[src/rtl/multiword_add_seq.sv]
// Multi-precision add/subtract sequencer: one shared WORD_WIDTH-bit adder processes
// NUM_WORDS words LSW-first, chaining the carry; results register on completion.

module adder #(
  parameter int unsigned WIDTH = 32
) (
  input  logic [WIDTH-1:0] a,
  input  logic [WIDTH-1:0] b,
  input  logic             carry_in,
  output logic [WIDTH-1:0] sum,
  output logic             carry_out,
  output logic             overflow
);

  always_comb begin
    {carry_out, sum} = {1'b0, a} + {1'b0, b} + (WIDTH+1)'(carry_in);
    // Signed overflow: equal-sign operands producing a result of the other sign.
    overflow = (a[WIDTH-1] == b[WIDTH-1]) && (sum[WIDTH-1] != a[WIDTH-1]);
  end

endmodule

module multiword_add_seq #(
  parameter int unsigned WORD_WIDTH = 32,
  parameter int unsigned NUM_WORDS  = 4
) (
  input  logic                            clk,
  input  logic                            rst_n,
  input  logic                            start,
  input  logic                            op_sub,
  input  logic [WORD_WIDTH*NUM_WORDS-1:0] operand_a,
  input  logic [WORD_WIDTH*NUM_WORDS-1:0] operand_b,
  output logic                            busy,
  output logic                            done,
  output logic [WORD_WIDTH*NUM_WORDS-1:0] result,
  output logic                            carry_out,
  output logic                            overflow
);

  localparam int unsigned W     = WORD_WIDTH * NUM_WORDS;
  localparam int unsigned IDX_W = (NUM_WORDS > 1) ? $clog2(NUM_WORDS) : 1;
  localparam logic [IDX_W-1:0] LAST_IDX = IDX_W'(NUM_WORDS - 1);

  typedef enum logic [1:0] {
    IDLE,
    RUN,
    DONE
  } state_e;

  state_e           state_q, state_d;
  logic [W-1:0]     a_q, a_d;
  logic [W-1:0]     b_q, b_d;
  logic [W-1:0]     sum_q, sum_d;
  logic [IDX_W-1:0] idx_q, idx_d;
  logic             carry_q, carry_d;
  logic [W-1:0]     result_q, result_d;
  logic             carry_out_q, carry_out_d;
  logic             overflow_q, overflow_d;
  logic             busy_q, busy_d;
  logic             done_q, done_d;

  logic [WORD_WIDTH-1:0] a_word, b_word, add_sum;
  logic                  add_co, add_ovf;

  always_comb begin
    a_word = a_q[idx_q*WORD_WIDTH +: WORD_WIDTH];
    b_word = b_q[idx_q*WORD_WIDTH +: WORD_WIDTH];
  end

  adder #(
    .WIDTH(WORD_WIDTH)
  ) u_adder (
    .a         (a_word),
    .b         (b_word),
    .carry_in  (carry_q),
    .sum       (add_sum),
    .carry_out (add_co),
    .overflow  (add_ovf)
  );

  always_comb begin
    state_d     = state_q;
    a_d         = a_q;
    b_d         = b_q;
    sum_d       = sum_q;
    idx_d       = idx_q;
    carry_d     = carry_q;
    result_d    = result_q;
    carry_out_d = carry_out_q;
    overflow_d  = overflow_q;

    case (state_q)
      IDLE, DONE: begin
        if (start) begin
          // Subtract is A + ~B + 1: invert B here, inject the +1 as initial carry.
          a_d     = operand_a;
          b_d     = op_sub ? ~operand_b : operand_b;
          carry_d = op_sub;
          idx_d   = '0;
          state_d = RUN;
        end else begin
          state_d = IDLE;
        end
      end
      RUN: begin
        sum_d[idx_q*WORD_WIDTH +: WORD_WIDTH] = add_sum;
        carry_d = add_co;
        idx_d   = idx_q + 1'b1;
        if (idx_q == LAST_IDX) begin
          result_d    = sum_d;
          carry_out_d = add_co;
          overflow_d  = add_ovf;
          idx_d       = '0;
          state_d     = DONE;
        end
      end
      default: state_d = IDLE;
    endcase

    busy_d = (state_d == RUN);
    done_d = (state_d == DONE);
  end

  always_ff @(posedge clk) begin
    if (!rst_n) begin
      state_q     <= IDLE;
      a_q         <= '0;
      b_q         <= '0;
      sum_q       <= '0;
      idx_q       <= '0;
      carry_q     <= 1'b0;
      result_q    <= '0;
      carry_out_q <= 1'b0;
      overflow_q  <= 1'b0;
      busy_q      <= 1'b0;
      done_q      <= 1'b0;
    end else begin
      state_q     <= state_d;
      a_q         <= a_d;
      b_q         <= b_d;
      sum_q       <= sum_d;
      idx_q       <= idx_d;
      carry_q     <= carry_d;
      result_q    <= result_d;
      carry_out_q <= carry_out_d;
      overflow_q  <= overflow_d;
      busy_q      <= busy_d;
      done_q      <= done_d;
    end
  end

  always_comb begin
    busy      = busy_q;
    done      = done_q;
    result    = result_q;
    carry_out = carry_out_q;
    overflow  = overflow_q;
  end

endmodule

[config.mk]
export PLATFORM = sky130hd
export DESIGN_NAME = multiword_add_seq
export DESIGN_NICKNAME = d
export VERILOG_FILES = /design/src/rtl/multiword_add_seq.sv
export SDC_FILE = /design/constraint.sdc
export NUM_CORES = 1
export LEC_CHECK = 0
export ABC_AREA = 1
export CORE_AREA = 2 2 213 215
export DETAILED_ROUTE_END_ITERATION = 10
export DIE_AREA = 0 0 215 217
export PLACE_DENSITY = 0.83
export SKIP_LAST_GASP = 1
export SLEW_MARGIN = 20
export SYNTH_ARGS = -nofsm -noshare
export SYNTH_HDL_FRONTEND = slang
export SYNTH_SLANG_ARGS = --single-unit
[constraint.sdc]
create_clock -name clk -period 7.62 [get_ports clk]
set_input_delay 1.524 -clock clk [delete_from_list [all_inputs] [get_ports clk]]
set_output_delay 1.524 -clock clk [all_outputs]
set_load 0.02 [all_outputs]
* After elaboration in Yosys (flattened, before gate mapping)
Index checks and enable logic that the tools add are counted.
** Operators by class
- $add $sub $neg :: 4
- Equality and inequality tests :: 8
- Shift operators :: 4
- Multiplexer cells :: 10
- Bitwise gates (word level) :: 1
- Reductions and logical operators :: 7
** Operator list (number)
- $shiftx 128x8->32 :: 2
- $bwmux 128 :: 1
- $mux 128 :: 1
- $not 128->128 :: 1
- $shift 32x34->128 const A :: 1
- $shiftx 32x34->128 :: 1
- $neg 7->34 :: 1
- $add 32x32->33 :: 1
- $add 33x1->33 :: 1
- $pmux 2 s2 :: 2
- $eq 2x2->1 const B :: 3
- $mux 2 :: 3
- $reduce_and 2->1 :: 3
- $eq 2x1->1 const B :: 2
- $add 2x1->2 const B :: 1
- $logic_not 2->1 :: 1
- $mux 1 :: 2
- $ne 2x2->1 const B :: 1
- $pmux 1 s2 :: 1
- $reduce_bool 2->1 :: 1
- $reduce_or 2->1 :: 1
- $eq 1x1->1 :: 1
- $logic_and 1x1->1 :: 1
- $ne 1x1->1 :: 1
** Storage, ports and cells
- Flip-flop bits (word level) :: 521
- Input bits :: 260
- Output and inout port bits :: 132
- Word-level logic and storage cells :: 45

* Longest topological paths before layout
- Depth after elaboration :: 5
- Depth in mapped cells :: 22
- Depth with buffers taken out :: 19

* Modules after synthesis
A second synthesis with hierarchy kept.
** Unflattened totals
- Cells, all modules :: 3986
- Area, all modules :: 26294.0 um2
** Modules (own cells, without submodules)
- multiword_add_seq :: instances 1, cells each 3561, area an instance 24101.9 um2, seq. area each 10430.0 um2
- adder :: instances 1, cells each 425, area an instance 2192.1 um2, seq. area each 0.0 um2

* Least setup slack after synthesis
Ideal clock, no wire load.
- Kind :: reg2reg
- Start point :: register idx_q[0]
- End point :: register result_q[24], in the netlist result[24]
- Setup time :: 0.114 ns
- Arrival time :: 3.197 ns
- Required time :: 7.506 ns
- Slack :: 4.309 ns
- Cell stages (with the launch flop) :: 23
- Path buffers :: 3
- Period minus slack after synthesis :: 3.311 ns
- Cell sequence :: dfxtp_1 buf_2 clkinv_1 buf_2 clkbuf_1 nor2_1 o22ai_1 fa_1 fa_1 nand3_1 nand3_1 nand2_1 nand2_1 nand2_1 nand2_2 nand2_1 nand2_1 nand2_1 nand2_1 nand2_1 o21ai_2 o21bai_1 inv_1
** Between the ends
- Word-level cells in the longest chain between the ends :: 5
- Elaborated cells on any way between the ends :: 10
- Classes of those cells :: 3 x add/sub; 1 x eq/ne; 4 x shift; 1 x mux; 1 x reduce/logical
** RTL lines
- from (decl) :: line 54 : logic [IDX_W-1:0] idx_q, idx_d;
- from (signal assigned) :: line 142 : idx_q <= idx_d;
- $shiftx 128x8->32 (on tied branches) :: line 66, 67
- $add 32x32->33 :: line 16 : {carry_out, sum} = {1'b0, a} + {1'b0, b} + (WIDTH+1)'(carry_in);
- $add 33x1->33 :: line 16
- $shiftx 32x34->128 :: line 106 : sum_d[idx_q*WORD_WIDTH +: WORD_WIDTH] = add_sum;
- $bwmux 128 :: line 106
- to (signal assigned) :: line 144 : result_q <= result_d;
- to (decl) :: line 56 : logic [W-1:0] result_q, result_d;
Parallel ways exist; a longest one is shown, timed or not.
A chain may end at the register's enable or synchronous reset.

* Worst setup path in the final report
- Start point :: register idx_q[0]
- End point :: register sum_q[28]
** Between the ends
- Word-level cells in the longest chain between the ends :: 5
- Elaborated cells on any way between the ends :: 8
- Classes of those cells :: 3 x add/sub; 4 x shift; 1 x mux
** RTL lines
- $shiftx 128x8->32 (on tied branches) :: line 66, 67
- $add 32x32->33 :: line 16
- $add 33x1->33 :: line 16
- $shiftx 32x34->128 :: line 106
- $bwmux 128 * :: line 106
- to (signal assigned) :: line 141 : sum_q <= sum_d;
- to (decl) :: line 53 : logic [W-1:0] sum_q, sum_d;
Every way passes the cells marked *; elsewhere a longest branch is shown, timed or not.

==> flow_summary.ini <==
[pwr]
power.share.clock_pct = 36.7
comb_power_share_pct = 22.9
irDropWorstVdd_mv = 0.161
p_per_area_nw_per_um2 = 236
leakage_nw = 14.3
p_int_mw = 5.12
pwr-share-seq_pct = 40.4
power.switching_mw = 2.31
switching_share_pct = 31.1

[worst_setup_path]
crit_type = reg2reg
crit_arrival_ns = 5.01
endpoint_kind = flip-flop
critPathMaxFanout = 80
required_ns = 8.12
cp-start-kind = flip-flop

[drt]
drt_pass1_iterations = 5
drc = 0
wirelength_mm = 77.6
vias_per_cell = 5.54
num_vias = 25200
antenna_left = 0
drtIter0Drc = 2938
wl_per_cell_um = 17.1

[floorplan]
fp.dieH_um = 217
die-area_um2 = 46700
core_area_um2 = 44700
rows = 78
initial_core_util_pct = 57.8
fp.dieW_um = 215
io_pins = 392

[logic_synthesis]
async_reset_ff_share_pct = 0
yosysSeqAreaShare_pct = 40.4
synth_edf_count = 0
synth_common_cells = nor2_1, dfxtp_1, o21ai_0
synth.distinct_cells = 40
ys_seq_elements = 521
syn_area_per_cell_um2 = 6.98
syn_nets = 4002
synth_flop_cell = dfxtp_1
ys_top_cells_by_area = dfxtp_1, o21ai_0, nor2_1, inv_1, nand2_1
ys.warnings.count = 0
syn_area_um2 = 25800
syn_inst = 3703
synth_top_area_share_pct = 40.4
post-synth-top-count-cell = nor2_1
synth_area_leader_cell = dfxtp_1

[min_path]
holdCritPathClass = reg2reg

[timing]
skew_ns = 0.0226
hold_viol_final = 0
worst_slew_pin_slew_ns = 1.08
whs_ns = 0.477
setup_viol = 0
fin_crit_ns = 4.51
fin_ws_ns = 3.11
fin_crit_sh_pct = 59.1
relSlewSlack_pct = 27.9
fmax_mhz = 222
rsz0062_at_grt = no
report.final.slew_viol_count = 0
tns_ns = 0

[cells_and_area]
fin_nets = 4212
final_area_um2 = 31500
n_fill_cell = 3753
areaGrowthSynthToFinish_pct = 22.0
drive_gt1_share_pct = 4.33
layoutNonFillerInstCount = 4554

[clock_tree]
cts_sinks = 521
clkTransAtPathRegs_ns = 0.06
clk_latency_ns = 0.61
postCtsSetupRepairBufs = 0
htreeDepth = 2
hold_buffers = 0
cts_buffer_depth = 3
cts_tree = done
cts_resized = 0
numCtsBuffers = 53
clock-root-buffer = clkbuf_16

[grt]
track_usage_pct = 32.3
grt-ovfl-total = 0
antenna_found_initial = 2
grt_pass1_vias = 22900
grt_pass1_wl_mm = 122
grt_max_degree = 257

[flow_run]
drv_cap = 0

[place]
port_buffers = 391
pre_cts_ws_ns = 3.21
place_area_um2 = 29700
gp_congestion = 0.920
hpwl_mm = 52.0
place_inst = 4458

[status]
outcome = finished, final reports clean
-- worst max-delay path, stage by stage, from the launching register on --
cell     delay (ns)
dfxtp_4        0.53
inv_4          0.64
buf_4          0.69
o21ai_0        0.21
o22ai_1        0.35
ha_1           0.39
nand2_1        0.19
inv_1          0.07
a21oi_1        0.22
nand2_1        0.10
a21oi_1        0.18
nand2_1        0.10
nand2_1        0.07
nand2_1        0.14
nand2_1        0.12
o21ai_2        0.06
o21ai_1        0.16
inv_1          0.06
-- cell families (layout without fill, tap and decap cells) --
group | Yosys count | in the layout | share of synthesized area [%]
other | 0 | 2 | 0
buffers and inverters | 737 | 986 | 11.0
xor gates and xnor gates | 146 | 146 | 5.01
adders and majority gates | 39 | 39 | 1.95
DFF | 521 | 521 | 40.4
AOI/OAI and AO/OA | 1031 | 1031 | 22.2
and+or+nand+nor | 1229 | 1229 | 19.5
-- stage by stage --
| step | power, mW | util (%) |
|---|---|---|
| final | 7.43 | 70.5 |
| after global placement | 4.69 | 66.4 |
| after global routing | 7.74 | 70.5 |
| after CTS | 7.40 | 70.5 |
| after detailed placement | 4.71 | 66.4 |
| after floorplan | 4.14 | - |
-- metal layers --
metal | track usage (%) | vias up | share of wire (%)
met4 | 13.2 | 0 | 4.0
met5 | 0 | - | 0
met2 | 51.8 | 1077 | 45
li1 | - | 12400 | -
met1 | 43.9 | 11600 | 43
met3 | 4.42 | 163 | 8.2
-- cells in the final DEF, fill, tap and decap left out, types with 2 or more instances in the layout --
cell,instances
o21ai_1,30
xor2_2,2
xor2_1,14
a21oi_1,229
o211ai_1,26
clkbuf_8,11
nor3_2,2
o32ai_1,2
o21a_1,64
inv_1,465
o21bai_1,64
inv_6,2
clkbuf_16,55
nand4_1,30
inv_4,2
buf_4,21
xnor2_1,130
inv_2,9
fa_1,2
and2_1,4
nor2_4,2
nand3_2,3
nor2_1,524
ha_1,37
clkdlybuf4s50_1,389
nor2_2,6
o21ai_0,517
o22ai_1,79
dfxtp_1,519
bufinv_16,6
nand3_1,169
nand2_1,461
and3_1,2
o21ai_2,18
diode_2,2
clkbuf_1,14
buf_12,2
nor3_1,6
clkinv_2,5
nand2_2,15
-- registers in the layout, indices dropped and copies added, names as in the netlist --
| name | flops |
|---|---|
| sum_q | 128 |
| done | 1 |
| carry_q | 1 |
| b_q | 128 |
| carry_out | 1 |
| overflow | 1 |
| a_q | 128 |
| state_q | 2 |
| busy | 1 |
| result | 128 |
| idx_q | 2 |
-- area by class of cell --
type | instances | area (µm²) | area share [%]
diodes | 2 | 5.00 | 0.0159
clock buffers | 80 | 1580 | 5.01
clock inverters | 14 | 234 | 0.742
inverters | 478 | 1810 | 5.74
multi-input cells | 2445 | 12600 | 39.9
flip-flops and latches | 521 | 10400 | 33.1
well taps | 600 | 751 | 2.38
repair buffers | 414 | 4120 | 13.1
-- power by group through the flow --
stage / Sequential [mW] / Combinational (mW) / Clock (mW)
after global routing: 3.02 / 1.88 / 2.85
after global placement: 3.05 / 1.64 / 0
after CTS: 3.00 / 1.67 / 2.73
after detailed placement: 3.06 / 1.66 / 0
final: 3.00 / 1.70 / 2.73
after floorplan: 3.03 / 1.11 / 0
-- final timing paths --
path | from | endpoint | slack [ns] | cells past startpoint
worst max-delay path | idx_q[0]$_SDFFE_PN0P_ | sum_q[28]$_SDFFE_PN0P_ | 3.11 | 17
worst min-delay path | a_q[79]$_SDFFE_PN0P_ | a_q[79]$_SDFFE_PN0P_ | 0.48 | 2
worst max register to register | idx_q[0]$_SDFFE_PN0P_ | sum_q[28]$_SDFFE_PN0P_ | 3.11 | 17
worst min register to register | a_q[79]$_SDFFE_PN0P_ | a_q[79]$_SDFFE_PN0P_ | 0.48 | 2
Power figures use the tool's default switching activity.
